$ cat src/rtl/datapath_unit.sv
// Datapath: ALU with B-operand select, 2^ADDR_BITS-word data memory with
// edge-triggered stores, registered result/flags and a committed-store counter.
module datapath_unit #(
    parameter int DATA_WIDTH = 8,
    parameter int ADDR_BITS  = 5
) (
    input  logic                  clk,
    input  logic                  rst,
    input  logic [DATA_WIDTH-1:0] operand1,
    input  logic [DATA_WIDTH-1:0] operand2,
    input  logic [DATA_WIDTH-1:0] offset,
    input  logic [3:0]            opcode,
    input  logic                  sel1,
    input  logic                  sel3,
    input  logic                  w_r,
    output logic [DATA_WIDTH-1:0] result2,
    output logic                  zero_flag,
    output logic                  carry_flag,
    output logic [7:0]            store_count
);

    localparam int unsigned DW    = DATA_WIDTH;
    localparam int unsigned AW    = ADDR_BITS;
    localparam int unsigned DEPTH = 1 << ADDR_BITS;

    localparam logic [3:0] OP_ADD  = 4'b0000;
    localparam logic [3:0] OP_SUB  = 4'b0001;
    localparam logic [3:0] OP_AND  = 4'b0010;
    localparam logic [3:0] OP_OR   = 4'b0011;
    localparam logic [3:0] OP_XOR  = 4'b0100;
    localparam logic [3:0] OP_NOT  = 4'b0101;
    localparam logic [3:0] OP_SHL  = 4'b0110;
    localparam logic [3:0] OP_SHR  = 4'b0111;
    localparam logic [3:0] OP_ADC  = 4'b1000;
    localparam logic [3:0] OP_PASB = 4'b1001;
    localparam logic [3:0] OP_PASA = 4'b1010;
    localparam logic [3:0] OP_NOP  = 4'b1111;

    logic [DW-1:0] alu_b;
    logic [2:0]    shamt;
    logic [DW:0]   add_w;
    logic [DW:0]   adc_w;
    logic [DW:0]   sub_w;
    logic [DW:0]   shl_w;
    logic [DW:0]   shr_w;
    logic [DW-1:0] result1;
    logic          carry1;
    logic [AW-1:0] addr;
    logic          store_fire;
    logic          w_r_q;
    logic [DW-1:0] mem [DEPTH];

    // ALU: arithmetic in DW+1 bits so the top bit carries carry/borrow
    always_comb begin
        alu_b   = sel3 ? offset : operand2;
        shamt   = alu_b[2:0];
        add_w   = {1'b0, operand1} + {1'b0, alu_b};
        adc_w   = add_w + {{DW{1'b0}}, carry_flag};
        sub_w   = {1'b0, operand1} - {1'b0, alu_b};
        // Extra bit on the shifted-out side captures the last bit lost
        shl_w   = {1'b0, operand1} << shamt;
        shr_w   = {operand1, 1'b0} >> shamt;
        result1 = '0;
        carry1  = 1'b0;
        case (opcode)
            OP_ADD:  {carry1, result1} = add_w;
            OP_SUB:  {carry1, result1} = sub_w;
            OP_AND:  result1 = operand1 & alu_b;
            OP_OR:   result1 = operand1 | alu_b;
            OP_XOR:  result1 = operand1 ^ alu_b;
            OP_NOT:  result1 = ~operand1;
            OP_SHL:  {carry1, result1} = shl_w;
            OP_SHR: begin
                result1 = shr_w[DW:1];
                carry1  = shr_w[0];
            end
            OP_ADC:  {carry1, result1} = adc_w;
            OP_PASB: result1 = alu_b;
            OP_PASA: result1 = operand1;
            default: result1 = '0;
        endcase
    end

    assign addr       = result1[AW-1:0];
    assign store_fire = w_r & ~w_r_q;

    // Stores commit only on the rising edge of w_r; reset preloads mem[i] = i
    always_ff @(posedge clk) begin
        if (rst) begin
            result2     <= '0;
            zero_flag   <= 1'b1;
            carry_flag  <= 1'b0;
            store_count <= 8'd0;
            w_r_q       <= 1'b0;
            for (int unsigned i = 0; i < DEPTH; i++) begin
                mem[AW'(i)] <= DW'(i);
            end
        end else begin
            w_r_q <= w_r;
            if (store_fire) begin
                mem[addr]   <= operand2;
                store_count <= store_count + 8'd1;
            end
            if (opcode != OP_NOP) begin
                result2    <= sel1 ? result1 : (w_r ? operand2 : mem[addr]);
                zero_flag  <= (result1 == '0);
                carry_flag <= carry1;
            end
        end
    end

endmodule
$ cat config.mk
export PLATFORM = sky130hd
export DESIGN_NAME = datapath_unit
export DESIGN_NICKNAME = d
export VERILOG_FILES = /design/src/rtl/datapath_unit.sv
export SDC_FILE = /design/constraint.sdc
export NUM_CORES = 1
export LEC_CHECK = 0
export CORE_UTILIZATION = 56
export DETAILED_ROUTE_END_ITERATION = 7
export DONT_BUFFER_PORTS = 1
export GPL_ROUTABILITY_DRIVEN = 0
export PLACE_DENSITY_LB_ADDON = 0.05
export SLEW_MARGIN = 20
export SYNTH_ARGS = -nofsm -noshare
export SYNTH_HDL_FRONTEND = slang
export SYNTH_SLANG_ARGS = --single-unit
export TNS_END_PERCENT = 30
$ cat constraint.sdc
create_clock -name clk -period 6.19 [get_ports clk]
set_input_delay 1.5475 -clock clk [delete_from_list [all_inputs] [get_ports clk]]
set_output_delay 1.5475 -clock clk [all_outputs]
set_load 0.03 [all_outputs]
==> summary.txt, run 1 <==
Global routing
  – Pin count of the biggest net entering global routing: 54
  – Gr usage total: 30.6%
  – Vias in the first global route: 11100
  – Initial antenna violation count: 1
  – Total global routing overflow: 0
  – First-pass GRT wire length: 66.3 mm

Floorplanning
  – Core box area: 27200 um^2
  – # rows: 60
  – Chip Width: 169 um
  – Die Ht: 169 um
  – # IOs: 51
  – Die area: 28600 um^2
  – Starting Density: 57.6%

Synthesis
  – Ys async rst share: 0%
  – Ys Warns: 0
  – Mapped Area: 15700 um^2
  – Synth cell count leaders: edfxtp_1, mux2i_1, nor2_1
  – Most common cell in the netlist: edfxtp_1
  – Syn Inst Count: 1455
  – EDFF count, synth: 256
  – Top post-synthesis cells by area: edfxtp_1, mux2i_1, nor3_1
  – Seq/Total Area, Yosys: 51.5%
  – Mean Syn Cell Area: 10.8 um^2
  – Yosys cell types: 80
  – Cell accounting for the most synthesized area: edfxtp_1
  – Main flop type after synthesis: edfxtp_1
  – Post-Syn Nets: 1518
  – Synthesized flop and latch total: 275
  – Share of the synthesized area in the top cell type: 49.1%

CTS
  – CTS H-tree depth: 1
  – Setup repair bufs after CTS: 0
  – CTS tree: done
  – Total CTS buffers: 29
  – Reg clk slew, reported paths: 0.06 ns
  – Clock latency on the worst-skew pair: 0.56 ns
  – Post-CTS Resized: 0
  – Hold buffers post-CTS: 0
  – Clk root buf: clkbuf_16
  – Clock sinks: 275
  – CTS Buffer Depth: 3

Drt
  – Total number of vias: 11500
  – Detailed-router iteration count before antenna repair: 7
  – 1st-iter DRT viols: 1630
  – Wirelength per Cell: 24.2 um
  – Vias per cell: 6.43
  – Final wirelength: 43.4 mm
  – Post-DRT Antenna Nets: 0
  – Drt drc: 0

Final layout
  – Net count, final: 1465
  – # diodes: 0
  – Area Overhead vs Synth: 7.61%
  – Share of cells above drive strength 1: 12.3%
  – Post-Layout Cell Count: 1795

Flow run
  – Max Cap Viol: 0

Critical path
  – CP max FO: 23
  – Endpoint arrival time on the critical path: 5.18 ns
  – Kind of critical path: in2reg
  – Critical-path cell list: mux2i_4, inv_2, ha_1, fa_1, xor2_1, and2_1, nor3_1, nor3_1, and4b_1, nand3_2, nor2_1, or2_2
  – Critical path startpoint category: primary input
  – Slowest-stage cell, CP: nand3_2
  – CP endpoint kind: register
  – Largest stage delay, worst path: 0.51 ns
  – Crit path top cell by count: nor3_1
  – Worst path required time: 6.45 ns

STA
  – Final Skew: 0.00729 ns
  – Total negative slack: 0 ns
  – RSZ-0062 raised after global routing: false
  – Fin crit period: 4.93 ns
  – Fmax: 0.203 GHz
  – Finish-stage setup viols: 0
  – Final Max Slew Viols: 0
  – Hold Vio Cnt, Final: 0
  – Worst-margin pin slew: 1.02 ns
  – Period utilization: 79.6%
  – Rel. slew slack: 31.4%

Outcome
  – Outcome: finished, final reports clean

Power and ir drop
  – Peak VDD IR: 0.255 mV
  – Pwr Density: 273 nW/um^2
  – Leakage power: 0.00627 uW

Placed design
  – IO buf count: 0
  – Placed instance count: 1743
  – Post-DP HPWL: 28.4 mm

Worst hold path
  – Hold Path Class: reg2reg
sequential cells by signal, indices dropped and copies added (netlist names):
signal / cells
w_r_q: 1
result2: 8
store_count: 8
carry_flag: 1
zero_flag: 1
mem: 256
power breakdown:
part	leakage (uW)	switching (uW)	internal [uW]	total, uW
combinational	0.00313	514	290	805
sequential	0.00272	46.7	2090	2140
clock	0.000427	716	937	1650
placed cells by master, fill, tap and decap left out, drive strengths merged, types with 22 or more instances in the layout:
cell and n:
edfxtp 256, mux2i 130, nor2 128, nor3 122
nand2 108, and2 54, mux2 43, buf 43
or3 41, a21oi 38, nand3 34, o21ai 33
inv 33, clkbuf 33, or2 31, ha 28
nand2b 22
critical path: cells and delay by family:
family / cells / cell delay, ns
buffers and inverters: 1 / 0.05
AND/OR/NAND/NOR: 7 / 2.32
multiplexers: 1 / 0.21
XOR/XNOR: 1 / 0.28
adder cells (fa/ha/maj): 2 / 0.75
metal layers:
metal | global-route usage [%] | vias to the layer above | wire length [um]
met5 | 0 | - | 15
met4 | 8.23 | 2 | 1170
met3 | 6.46 | 91 | 3740
met2 | 48.7 | 536 | 19900
met1 | 42.5 | 5665 | 18600
li1 | - | 5244 | -
cell type report:
| class | count | area [um^2] |
|---|---|---|
| clock inverter | 19 | 150 |
| inverter | 34 | 128 |
| tap | 372 | 465 |
| clock buffer | 33 | 741 |
| multi-input combinational | 1019 | 6880 |
| fill | 2205 | 10300 |
| timing repair buffer | 43 | 423 |
| sequential | 275 | 8070 |
logic make-up (layout without fill, tap and decap cells):
kind of cell               count (synthesis)  after routing  synth area share [%]
AOI/OAI and AO/OA                        193            193                  8.63
buffers and inverters                    161            129                  4.69
adders and majority gates                 30             30                  2.49
and+or+nand+nor                          605            605                  20.1
xor gates and xnor gates                  18             18                  1.01
DFF                                      275            275                  51.5
muxes                                    173            173                  11.6
per-stage QoR:
step / setup WS, ns / power, uW / instance area (um^2) / util [%] / hold slack [ns]
3_5_place_dp: 0.717 / 2970 / 16000 / 58.7 / 0.678
6_report: 1.26 / 4600 / 16900 / 62.0 / 0.689
2_1_floorplan: 0.732 / 2750 / 15700 / - / 0.594
4_1_cts: 1.30 / 4600 / 16900 / 62.0 / 0.696
3_3_place_gp: 0.782 / 2960 / 16000 / 58.7 / 0.636
5_1_grt: 0.991 / 4740 / 16900 / 62.0 / 0.716
path summary, 6_finish.rpt:
check	startpoint	end	slack [ns]	cells after the start
hold reg to reg	store_count[1]	store_count[1]	0.69	2
setup / recovery	sel3	mem[11][0]	1.26	12
hold / removal	store_count[1]	store_count[1]	0.69	2
setup reg to reg	carry_flag	mem[11][0]	2.43	9
Note: power is estimated with default switching activity, not from simulation.
==> inputs of run 2 (changes only) <==
==> constraint.sdc (replaced) <==
create_clock -name clk -period 4.4 [get_ports clk]
set_input_delay 1.1 -clock clk [delete_from_list [all_inputs] [get_ports clk]]
set_output_delay 1.1 -clock clk [all_outputs]
set_load 0.03 [all_outputs]
==> run 2 against run 1 <==
- cell count is 8.7% higher
- sequential power is 41% higher
- register-to-register slack worse by 1.6 ns
- setup slack worse by 1.1 ns
- die area stayed put
- critical endpoint is now result2[2]
- clock power is 41% higher
- via count is 4.4% higher
- non-clock buffer count is 156 higher
- first-iteration DRC count is 10% lower
- largest power group unchanged
==> summary.txt, run 2 (synthesized netlist as in run 1, its figures left out) <==
STA
  – Fmax: 0.238 GHz
  – Worst-margin pin slew: 0.742 ns (-0.279 ns)
  – Finish-stage setup viols: 0 (unchanged)
  – Hold Vio Cnt, Final: 0 (unchanged)
  – Fin crit period: 4.20 ns
  – RSZ-0062 raised after global routing: false
  – Period utilization: 95.4%
  – Final Skew: 0.0178 ns (+0.0105 ns)
  – Total negative slack: 0 ns (unchanged)
  – Final Max Slew Viols: 0 (unchanged)
  – Rel. slew slack: 50.5% (+19 points)

Final layout
  – Max reg flops: 256 (unchanged)
  – Layout Utilization: 67.6% (+5.6 points)
  – Cell area after layout: 18400 um^2 (+9.1%)
  – Net count, final: 1621 (+11%)
  – Filler cells: 2129 (-3.4%)
  – Largest registers: mem x256, result2 x8, store_count x8
  – Share of cells above drive strength 1: 23.3% (+11 points)
  – Most frequent cells in the layout: edfxtp_1, buf_4, mux2i_1, nor3_1, nor2_1
  – Top reg by flops: mem
  – Area Overhead vs Synth: 17.4%
  – Sequential Area: 8070 um^2 (unchanged)
  – Area of the multi-input gates: 7110 um^2 (+3.3%)
  – Most common cell after layout, fill and taps aside: edfxtp_1

Outcome
  – Outcome: finished, final reports clean

Critical path
  – Critical path startpoint category: primary input
  – CP Buf/Inv Count: 6 (+5)
  – Slowest-stage cell, CP: fa_1
  – Largest delay contributor family on the critical path: simple AND/OR/NAND/NOR gates
  – Worst path required time: 4.89 ns (-1.56 ns)
  – CP endpoint kind: register
  – CP max FO: 19 (-17%)
  – Crit path top cell by count: buf_4
  – Critical-path cell list: mux2i_4, inv_2, buf_4, ha_1, inv_1, fa_1, nand2b_1, nand4_1, o2111ai_1, nor3_1, buf_4, and4b_1, nand3_1, buf_4, buf_4, a211oi_2, nor3_1, a31oi_1
  – Kind of critical path: in2reg
  – Largest stage delay, worst path: 0.42 ns (-0.09 ns)
  – Endpoint arrival time on the critical path: 4.69 ns (-0.49 ns)

CTS
  – Clock latency on the worst-skew pair: 0.56 ns (about the same)
  – Clock sinks: 275 (unchanged)
  – Reg clk slew, reported paths: 0.06 ns (about the same)
  – Clk root buf: clkbuf_16
  – Post-CTS Resized: 0 (unchanged)
  – CTS H-tree depth: 1 (unchanged)
  – Hold buffers post-CTS: 0 (unchanged)
  – CTS tree: done
  – CTS Buffer Depth: 3 (unchanged)
  – Setup repair bufs after CTS: 0 (unchanged)
  – Total CTS buffers: 29 (unchanged)

Drt
  – Vias per cell: 6.17 (-4.0%)
  – Post-DRT Antenna Nets: 0 (unchanged)
  – Wirelength per Cell: 22.9 um (-5.3%)
  – Detailed-router iteration count before antenna repair: 6 (-1)
  – Drt drc: 0 (unchanged)
  – 1st-iter DRT viols: 1464 (-10%)
  – Total number of vias: 12000 (+4.4%)
  – Final wirelength: 44.7 mm (+2.9%)

Power and ir drop
  – Clock network power share: 34.7% (-1.3 points)
  – Sw Ratio: 27.5% (-0.30 points)
  – Pwr Density: 364 nW/um^2 (+33%)
  – Switch Pwr: 1840 uW (+44%)
  – Total Power: 6690 uW (+46%)
  – P_int: 4850 uW (+46%)
  – Peak VDD IR: 0.316 mV (+24%)
  – Logic pwr share: 20.3% (+2.8 points)
  – Flop pwr share: 45.0% (-1.5 points)
  – Leakage power: 0.00712 uW (+13%)

Placed design
  – Placed Area: 17500 um^2 (+9.5%)
  – Post-DP HPWL: 31.1 mm (+9.7%)
  – IO buf count: 0 (unchanged)

Global routing
  – Pin count of the biggest net entering global routing: 54 (unchanged)
  – Initial antenna violation count: 1 (unchanged)
  – Vias in the first global route: 11600 (+5.3%)
  – Total global routing overflow: 0 (unchanged)
  – Gr usage total: 31.6% (+1.0 points)
  – First-pass GRT wire length: 68.5 mm (+3.2%)

Floorplanning
  – Core box area: 27200 um^2 (unchanged)
  – Die area: 28600 um^2 (unchanged)
  – # IOs: 51 (unchanged)
  – Starting Density: 57.6% (unchanged)
  – # rows: 60 (unchanged)
  – Die Ht: 169 um (unchanged)
  – Chip Width: 169 um (unchanged)

Flow run
  – Max Cap Viol: 0 (unchanged)

Worst hold path
  – Hold Path Class: in2reg
## run 2: area by class of cell
cell class / count / share of cell area, %
Antenna cell: 2 / 0.0272
Clock buffer: 33 / 4.03
Clock inverter: 17 / 0.790
Inverter: 34 / 0.708
Multi-Input combinational cell: 1019 / 38.7
Sequential cell: 275 / 43.9
Tap cell: 372 / 2.53
Timing Repair Buffer: 199 / 9.35
## run 2: metal layers
metal	up-vias	wire, um	track usage, %	share of wire, %
li1	5570	-	-	-
met1	5823	18600	43.1	42
met2	548	20900	51.7	47
met3	101	3830	5.25	8.6
met4	0	1400	9.91	3.1
met5	-	0	0	0
## run 2: power by group through the flow
stage / registers (uW) / logic [uW] / clock network (uW)
after floorplan: 3040 / 900 / 0
after global placement: 3070 / 1320 / 0
after detailed placement: 3070 / 1330 / 0
after CTS: 3010 / 1340 / 2340
after global routing: 3020 / 1450 / 2430
final: 3010 / 1360 / 2320
## run 2: through the flow
| step | instances | hold WS, ns | worst slack (ns) |
|---|---|---|---|
| after floorplan | 1455 | 0.594 | -0.251 |
| after global placement | 1899 | 0.676 | -0.523 |
| after global routing | 1950 | 0.596 | 0.0878 |
| after detailed placement | 1899 | 0.679 | -0.524 |
| after CTS | 1949 | 0.595 | 0.0519 |
| final | 1951 | 0.622 | 0.201 |
## run 2: final timing paths
check / from / end / slack (ns) / depth (start not counted)
setup / recovery: sel3 / result2[2] / 0.20 / 18
hold / removal: rst / w_r_q / 0.62 / 1
setup reg to reg: carry_flag / result2[3] / 0.82 / 13
hold reg to reg: store_count[1] / store_count[1] / 0.68 / 2
==> inputs of run 3 (changes only) <==
==> constraint.sdc (replaced) <==
create_clock -name clk -period 4.1 [get_ports clk]
set_input_delay 1.025 -clock clk [delete_from_list [all_inputs] [get_ports clk]]
set_output_delay 1.025 -clock clk [all_outputs]
set_load 0.03 [all_outputs]
==> run 3 against run 2 <==
- hold slack worse by 0.094 ns
- sequential cell count unchanged
- power up 9.6%
- sequential power up 7.3%
- non-clock buffer count up 24
- highest routed layer unchanged
- largest cell class unchanged
- combinational power up 12%
- sequential share of layout area down 0.84 points
- wire length up 0.79%
- clock skew up 0.0052 ns
- cell count up 1.3%
- critical path type unchanged
- via count up 1.5%
==> summary.txt, run 3 (synthesized netlist as in run 1, its figures left out) <==
Outcome
  – Outcome: finished, final reports clean

Flow run
  – Max Cap Viol: 0 (unchanged)

CTS
  – Total CTS buffers: 30 (+3.4%)
  – Clk root buf: clkbuf_16
  – CTS tree: done
  – CTS H-tree depth: 1 (unchanged)
  – Clock sinks: 275 (unchanged)
  – CTS Buffer Depth: 3 (unchanged)
  – Clock latency on the worst-skew pair: 0.57 ns (about the same)
  – Reg clk slew, reported paths: 0.07 ns (about the same)
  – Setup repair bufs after CTS: 0 (unchanged)

Global routing
  – Pin count of the biggest net entering global routing: 54 (unchanged)
  – Initial antenna violation count: 1 (unchanged)
  – First-pass GRT wire length: 69.1 mm (+0.90%)
  – Total global routing overflow: 0 (unchanged)
  – Vias in the first global route: 12000 (+2.7%)
  – Gr usage total: 32.0% (+0.37 points)

Worst hold path
  – Hold Path Class: in2reg
  – Worst Hold Path EP: w_r_q
  – Hold path depth: 1 (unchanged)
  – Hold Crit Start: rst

Placed design
  – IO buf count: 0 (unchanged)
  – DP Worst Slack: -0.500 ns (+0.0248 ns)
  – Placed Area: 17800 um^2 (+1.6%)
  – Post-DP HPWL: 31.6 mm (+1.6%)

Drt
  – Drt drc: 0 (unchanged)
  – Detailed-router iteration count before antenna repair: 6 (unchanged)
  – Total number of vias: 12200 (+1.5%)
  – Vias per cell: 6.18 (+0.12%)
  – Final wirelength: 45.0 mm (+0.79%)
  – Post-DRT Antenna Nets: 0 (unchanged)
  – Wirelength per Cell: 22.8 um (-0.54%)
  – 1st-iter DRT viols: 1412 (-3.6%)

Final layout
  – Max reg flops: 256 (unchanged)
  – Most common cell after layout, fill and taps aside: edfxtp_1
  – Share of cells above drive strength 1: 24.9% (+1.7 points)
  – Area Overhead vs Synth: 19.7%
  – Filler cells: 2044 (-4.0%)
  – Top reg by flops: mem
  – # diodes: 0 (-2)
  – Most frequent cells in the layout: edfxtp_1, buf_4, mux2i_1, nor3_1, nor2_1
  – Net count, final: 1646 (+1.5%)
  – Cell area after layout: 18700 um^2 (+2.0%)
  – Largest registers: mem x256, result2 x8, store_count x8

STA
  – Final Skew: 0.0231 ns (+0.00522 ns)
  – Worst-margin pin slew: 0.814 ns (+0.0715 ns)
  – Period utilization: 99.2%
  – Worst setup margin: 0.0333 ns (-0.168 ns)
  – Rel. slew slack: 45.7% (-4.8 points)
  – Hold Vio Cnt, Final: 0 (unchanged)
  – RSZ-0062 raised after global routing: true
  – Finish-stage setup viols: 0 (unchanged)
  – Fmax: 0.246 GHz
  – Final Max Slew Viols: 0 (unchanged)
  – Fin crit period: 4.07 ns

Power and ir drop
  – Leakage power: 0.00730 uW (+2.5%)
  – Switch Pwr: 2030 uW (+11%)
  – Peak VDD IR: 0.360 mV (+14%)
  – P_int: 5300 uW (+9.3%)
  – Sw Ratio: 27.7% (+0.22 points)
  – Logic pwr share: 20.7% (+0.4 points)
  – Clock network power share: 35.3% (+0.6 points)
  – Flop pwr share: 44.1% (-0.9 points)
  – Pwr Density: 391 nW/um^2 (+7.5%)

Floorplanning
  – Die area: 28600 um^2 (unchanged)
  – Core box area: 27200 um^2 (unchanged)
  – Die Ht: 169 um (unchanged)
  – # rows: 60 (unchanged)
  – Starting Density: 57.6% (unchanged)
  – # IOs: 51 (unchanged)
  – Chip Width: 169 um (unchanged)

Critical path
  – Critical path startpoint category: primary input
  – Reg2reg start: carry_flag
  – Kind of critical path: in2reg
  – Reg2Reg Setup Slack: 0.57 ns (-0.25 ns)
  – CP max FO: 19 (unchanged)
  – R2R Path End: result2[1]
  – Endpoint arrival time on the critical path: 4.53 ns (-0.16 ns)
  – Worst path required time: 4.56 ns (-0.33 ns)
  – CP endpoint kind: register
  – R2R depth: 13 (unchanged)
## run 3: worst max-delay path by stage
| stage | from | depth (start not counted) | to |
|---|---|---|---|
| after detailed placement | sel3 | 16 | mem[27][4] |
| after global placement | sel3 | 16 | mem[26][4] |
| after global routing | sel3 | 16 | result2[4] |
| final | sel3 | 17 | result2[4] |
| after CTS | sel3 | 17 | mem[24][3] |
| after floorplan | sel3 | 18 | mem[22][0] |
## run 3: cell type report
class / instances / area, um^2 / share of cell area [%]
Sequential cell: 275 / 8070 / 43.0
Multi-Input combinational cell: 1019 / 7140 / 38.1
Timing Repair Buffer: 223 / 1990 / 10.6
Clock buffer: 35 / 769 / 4.11
Tap cell: 372 / 465 / 2.48
Clock inverter: 19 / 174 / 0.928
Inverter: 34 / 130 / 0.694
## run 3: per-stage QoR
step / total power (uW) / util [%] / setup TNS [ns] / hold WS, ns / cells
final: 7330 / 69.0 / 0 / 0.529 / 1977
after global routing: 7560 / 69.0 / -0.101 / 0.508 / 1977
after CTS: 7330 / 68.8 / 0 / 0.503 / 1977
after detailed placement: 4770 / 65.4 / -144.83 / 0.689 / 1923
after global placement: 4750 / 65.4 / -128.93 / 0.673 / 1923
after floorplan: 4240 / - / -169.34 / 0.594 / 1455
## run 3: layer usage
metal,track usage [%],wire [um]
met5,0,0
met4,10.8,1620
met3,5.41,3900
met2,52.1,20800
met1,43.4,18700
## run 3: timing repair
action                                  4_1_cts  5_1_grt
hold buffers                                  0        0
gates resized for setup                       0        7
endpoints found under the setup margin        0       64
## run 3: worst max-delay path: stages
cell	delay (ns)
mux2i_4	0.21
inv_2	0.07
ha_4	0.17
fa_2	0.51
ha_4	0.19
and2_1	0.16
nor3_1	0.24
nor3_1	0.12
buf_4	0.15
and4b_1	0.26
buf_4	0.19
nor3_4	0.38
buf_4	0.19
a22o_1	0.13
a31oi_1	0.06
buf_4	0.17
a2111oi_2	0.30
## run 3: power by group through the flow
stage	Sequential (uW)	Combinational, uW	Clock (uW)
after floorplan	3260	971	0
after CTS	3230	1490	2610
after global routing	3240	1620	2700
final	3230	1520	2590
after detailed placement	3290	1480	0
after global placement	3290	1470	0
